--- src/rtl/tetris_pkg.sv ---
// Shared playfield geometry, state encoding and board helpers.
package tetris_pkg;

  localparam int unsigned COLS    = 10;
  localparam int unsigned ROWS    = 12;
  localparam int unsigned COORD_W = 4;
  localparam int unsigned STATE_W = 5;
  localparam int unsigned LINES_W = 8;

  typedef enum logic [STATE_W-1:0] {
    START = 5'b00001,
    GEN   = 5'b00010,
    IDLE  = 5'b00100,
    SCAN  = 5'b01000,
    OVER  = 5'b10000
  } state_t;

  typedef logic [COLS-1:0][ROWS-1:0] board_t;

  // Sets one cell; out-of-range coordinates leave the board unchanged.
  function automatic board_t set_cell(input board_t b,
                                      input logic [COORD_W-1:0] x,
                                      input logic [COORD_W-1:0] y);
    board_t nb;
    nb = b;
    if ((x < COORD_W'(COLS)) && (y < COORD_W'(ROWS))) begin
      nb[x][y] = 1'b1;
    end
    return nb;
  endfunction

endpackage

--- src/rtl/board_update_row_full_detect.sv ---
// Per-row completeness flags for the playfield.
module row_full_detect
  import tetris_pkg::*;
(
  input  logic [COLS-1:0][ROWS-1:0] arr,
  output logic [ROWS-1:0]           full
);

  // A row is full when every column holds a cell in that row.
  always_comb begin
    full = '1;
    for (int y = 0; y < int'(ROWS); y++) begin
      for (int x = 0; x < int'(COLS); x++) begin
        full[y] = full[y] & arr[x][y];
      end
    end
  end

endmodule

--- src/rtl/board_update.sv ---
// Playfield owner: locks landed pieces, clears full rows, requests new pieces.
module board_update
  import tetris_pkg::*;
(
  input  logic                      Clk,
  input  logic                      Reset,
  input  logic                      bottom_flag,
  input  logic                      top_flag,
  input  logic                      Ack,
  input  logic [COORD_W-1:0]        x1,
  input  logic [COORD_W-1:0]        y1,
  input  logic [COORD_W-1:0]        x2,
  input  logic [COORD_W-1:0]        y2,
  input  logic [COORD_W-1:0]        x3,
  input  logic [COORD_W-1:0]        y3,
  input  logic [COORD_W-1:0]        x4,
  input  logic [COORD_W-1:0]        y4,
  output logic [COLS-1:0][ROWS-1:0] arr,
  output logic                      gen_flag,
  output logic                      game_over,
  output logic [LINES_W-1:0]        lines,
  output logic [STATE_W-1:0]        state
);

  state_t               state_q, state_d;
  board_t               arr_q, arr_d;
  logic [LINES_W-1:0]   lines_q, lines_d;
  logic [COORD_W-1:0]   r_q, r_d;
  logic [ROWS-1:0]      full;

  row_full_detect u_row_full_detect (
    .arr  (arr_q),
    .full (full)
  );

  // State, board, line count and scan row registers.
  always_ff @(posedge Clk) begin
    if (Reset) begin
      state_q <= START;
      arr_q   <= '0;
      lines_q <= '0;
      r_q     <= '0;
    end else begin
      state_q <= state_d;
      arr_q   <= arr_d;
      lines_q <= lines_d;
      r_q     <= r_d;
    end
  end

  // Next-state logic: piece lock, row-at-a-time clearing, top-out hold.
  always_comb begin
    state_d = state_q;
    arr_d   = arr_q;
    lines_d = lines_q;
    r_d     = r_q;
    unique case (state_q)
      START: state_d = GEN;
      GEN:   state_d = IDLE;
      IDLE: begin
        if (bottom_flag) begin
          arr_d = set_cell(arr_d, x1, y1);
          arr_d = set_cell(arr_d, x2, y2);
          arr_d = set_cell(arr_d, x3, y3);
          arr_d = set_cell(arr_d, x4, y4);
          r_d   = '0;
          state_d = top_flag ? OVER : SCAN;
        end
      end
      SCAN: begin
        if (full[r_q]) begin
          // Drop everything above row r by one; r stays to recheck the new row.
          for (int x = 0; x < int'(COLS); x++) begin
            for (int y = 0; y < int'(ROWS) - 1; y++) begin
              if (COORD_W'(y) >= r_q) begin
                arr_d[x][y] = arr_q[x][y+1];
              end
            end
            arr_d[x][ROWS-1] = 1'b0;
          end
          if (lines_q != '1) begin
            lines_d = lines_q + LINES_W'(1);
          end
        end else if (r_q == COORD_W'(ROWS - 1)) begin
          state_d = GEN;
        end else begin
          r_d = r_q + COORD_W'(1);
        end
      end
      OVER: begin
        if (Ack) begin
          arr_d   = '0;
          lines_d = '0;
          state_d = START;
        end
      end
      default: state_d = START;
    endcase
  end

  assign arr       = arr_q;
  assign lines     = lines_q;
  assign state     = state_q;
  assign gen_flag  = (state_q == GEN);
  assign game_over = (state_q == OVER);

endmodule

--- config.mk ---
export PLATFORM = sky130hd
export DESIGN_NAME = board_update
export DESIGN_NICKNAME = d
export VERILOG_FILES = /design/src/rtl/tetris_pkg.sv /design/src/rtl/board_update_row_full_detect.sv /design/src/rtl/board_update.sv
export SDC_FILE = /design/constraint.sdc
export NUM_CORES = 1
export LEC_CHECK = 0
export ABC_AREA = 1
export CAP_MARGIN = 20
export CORE_MARGIN = 1.5
export CORE_UTILIZATION = 27
export CTS_BUF_LIST = sky130_fd_sc_hd__clkbuf_4 sky130_fd_sc_hd__clkbuf_8 sky130_fd_sc_hd__clkbuf_16
export DETAILED_ROUTE_END_ITERATION = 10
export GPL_TIMING_DRIVEN = 0
export PLACE_DENSITY = 0.52
export RECOVER_POWER = 25
export SLEW_MARGIN = 20
export SYNTH_ARGS = -nofsm -noshare
export SYNTH_HDL_FRONTEND = slang
export SYNTH_HIERARCHICAL = 1
export SYNTH_SLANG_ARGS = --single-unit
--- constraint.sdc ---
create_clock -name Clk -period 1.9 [get_ports Clk]
set_input_delay 0.285 -clock Clk [delete_from_list [all_inputs] [get_ports Clk]]
set_output_delay 0.285 -clock Clk [all_outputs]
set_load 0.02 [all_outputs]
==> results.md <==
* WL/cell at 29.1 um
* Final non-filler cell total at 3,019
* Final Hold Vio Count at 0
* Pins Over Slew Limit at 0
* Crit-path leading delay family: simple AND/OR/NAND/NOR gates
* Hold-fix buffers, CTS at 0
* Core footprint at 41,900 sq um
* Netlist cell types at 32
* Crit path max fanout at 5
* H-tree levels at 4
* Final setup viols at 133
* Post-Synthesis Cells at 2,191
* Post-route setup slack at -414 ps
* TritonCTS clock tree: built
* Slew @ Worst Pin at 1110 ps
* Num CTS Buffers at 17
* Via/cell ratio at 5.57
* Crit Path Category: flip-flop to flip-flop
* Hold WC Path Type: primary input to flip-flop
* Syn. warnings at 6
* Required time worst endpoint at 2330 ps
* Pwr dens at 500 nW/um^2
* Clock Skews at 17.9 ps
* Die width at 209 um
* DRC at 0
* Crit path launch type: flip-flop
* Syn Area/Cell at 5.23 sq um
* CP endpoint kind: flip-flop
* Io pins at 172
* Max_slew headroom at 0.256
* Crit path buffers/inverters at 4
* Seq/Total Area, Yosys at 0.239
* Worst Hold Depth at 2
* Critical Path Max Stage Delay at 370 ps
* CP arrival at 2750 ps
* GR Overflow Total at 0
* Pin count of the biggest net entering global routing at 17
* Max Buffers Root-to-Sink at 2
* Max cap viols at 0
* Initial antenna violation count at 3
* Status: finished, violations left
* Post-Place Cell Area at 13,900 sq um
* Peak supply drop at 0.687 mV
* Layer with the highest usage: met2
* Global router's overall resource usage at 0.397
* Filler cells at 4,694
* Min Tclk post-route at 2310 ps
* Initial DRT Pass Iterations at 5
* Routed Antenna Nets at 0
* RSZ-0062 raised after global routing: true
* WHS Endpoint: state[1]
* Post-Place Setup Slack at -1440 ps
* Cell Rows at 75
* CTS sink cnt at 137
* Routed WL at 87,800 um
* Critical Path, Cell by Cell: nand2_2 -> nor2_2 -> nand2_1 -> nor2_2 -> inv_2 -> nand2_2 -> nand3_2 -> nand2_1 -> nand2_1 -> nand4_1 -> buf_6 -> nand4_1 -> buf_6 -> buf_6 -> nand2_1 -> nand2_1 -> nor2_1
* Clock slew at reported path FFs at 70 ps
* Final-stage net count at 2,507
* R2r endpoint: arr[113]
* Clock Tree Root: clkbuf_16
* Initial DRC count at 2,070
* Most common cell after layout, fill and taps aside: nand2_1
* HP Start: Reset
* Failing checks: setup timing
* Register area at 2960 sq um
* M1 GR Usage at 0.517
* M3 GR Usage at 0.124
* Syn-to-layout area delta at 44.3%
* P_leak at 7.36 nW
* Area of the multi-input gates at 8160 sq um
* CP dominant cell by count: nand2_1
* Syn Nets at 2,232
* Global-route wire length before repair at 120,000 um
* GP Congestion at 1.03
* Placed cell count at 2,902
* Period utilization at 1.22
* Die area at 43,700 sq um
* Reg2reg path depth at 17
* Die height at 209 um
* Slowest-stage cell, CP: dfxtp_4
* Layout cells sized above 1 at 0.213
* Via count at 16,824
* Final Instance Area at 16,500 sq um
* Commonest non-fill, non-tap cells in the layout: nand2_1, nor2_1, inv_1
* GR Util met2 at 0.582
* Reg2Reg Setup Slack at -410 ps
* Number of global-route vias before repair at 15,631
* Worst R2R Start: arr[69]
* HPWL Detailed at 62,400 um
* Initial Util at 0.273
* F_max at 432 MHz
* Cell area after synthesis at 11,500 sq um
* Port Buf Inserts at 170
* Clock latency on the worst-skew pair at 510 ps
* Flip-flop and latch count after synthesis at 137
==> how the worst max path moves through the flow <==
stage | startpoint | endpoint | slack (ps) | cells after the start
after floorplan | arr[45] | arr[100] | 70 | 15
after global placement | x4[2] | arr[65] | -1640 | 9
after detailed placement | x1[1] | arr[68] | -1440 | 11
after CTS | arr[68] | arr[4] | -230 | 17
after global routing | arr[69] | arr[41] | -500 | 17
final | arr[69] | arr[113] | -410 | 17
==> power by group <==
group | internal (mW) | switching [mW] | total, mW | leakage (nW)
sequential | 2.91 | 0.112 | 3.03 | 1.16
combinational | 0.518 | 1.22 | 1.73 | 5.92
clock | 1.95 | 1.55 | 3.50 | 0.271
total | 5.39 | 2.87 | 8.26 | 7.36
==> worst reg2reg max path, cell delays in order (launching register included) <==
cell and delay [ps]:
dfxtp_4 370, nand2_2 60, nor2_2 120, nand2_1 100
nor2_2 140, inv_2 100, nand2_2 80, nand3_2 60
nand2_1 70, nand2_1 80, nand4_1 220, buf_6 180
nand4_1 110, buf_6 160, buf_6 140, nand2_1 50
nand2_1 40, nor2_1 140
==> cell usage after synthesis (all sizes together) <==
library cell,n,area share
nand4,54,0.030
nor4,1,0.00055
or2,1,0.00055
ha,4,0.0044
clkinv,9,0.0029
o21ai,129,0.056
nor3,7,0.0031
clkbuf,35,0.011
nand3,97,0.044
nand2,816,0.27
nor2,395,0.13
inv,268,0.088
dfxtp,137,0.24
a31oi,1,0.00055
o211ai,4,0.0026
xor2,3,0.0023
o22ai,4,0.0022
xnor2,1,0.00076
a21oi,127,0.055
o21a,2,0.0013
buf,50,0.022
o2111ai,46,0.035
==> metrics by stage <==
stage          setup TNS, ps  utilization  total power [mW]  hold WS [ps]
6_report              -40820        0.394              8.26           439
5_1_grt               -50800        0.394              8.50           458
4_1_cts               -20420        0.381              8.22           406
3_5_place_dp         -139840        0.331              4.60           492
3_3_place_gp         -150680        0.330              4.60           483
2_1_floorplan              0            -              3.81           364
==> registers in the layout (all words and copies together), names as in the netlist <==
register and flops:
arr 120, r_q 4, state 5, lines 8
==> cell families (layout without fill, tap and decap cells) <==
| logic type | after synthesis | count (layout) | synth area share |
|---|---|---|---|
| DFF | 137 | 137 | 0.239 |
| and+or+nand+nor | 1371 | 1374 | 0.476 |
| xor gates and xnor gates | 4 | 4 | 0.00306 |
| buffers and inverters | 362 | 647 | 0.124 |
| adders and majority gates | 4 | 4 | 0.00437 |
| AOI/OAI and AO/OA | 313 | 313 | 0.154 |
| other | 0 | 1 | 0 |
==> routing by layer <==
layer,wire [um],share of wire
met5,23,0.00026
met4,5010,0.057
met3,10000,0.11
met2,36200,0.41
met1,36500,0.42
==> final cells by class <==
class,instances,area share
Antenna cell,1,0.000151
Buffer,85,0.0446
Clock buffer,18,0.0266
Clock inverter,14,0.00885
Inverter,277,0.0671
Multi-Input combinational cell,1695,0.493
Sequential cell,137,0.179
Tap cell,539,0.0408
Timing Repair Buffer,253,0.140
==> what timing repair did <==
| action | 4_1_cts | 5_1_grt |
|---|---|---|
| pin swaps | 66 | 59 |
| gates resized for setup | 455 | 166 |
| cloned | 14 | 0 |
| endpoints found under the setup margin | 194 | 145 |
| setup buffers | 47 | 23 |
Note: power is estimated with default switching activity, not from simulation.
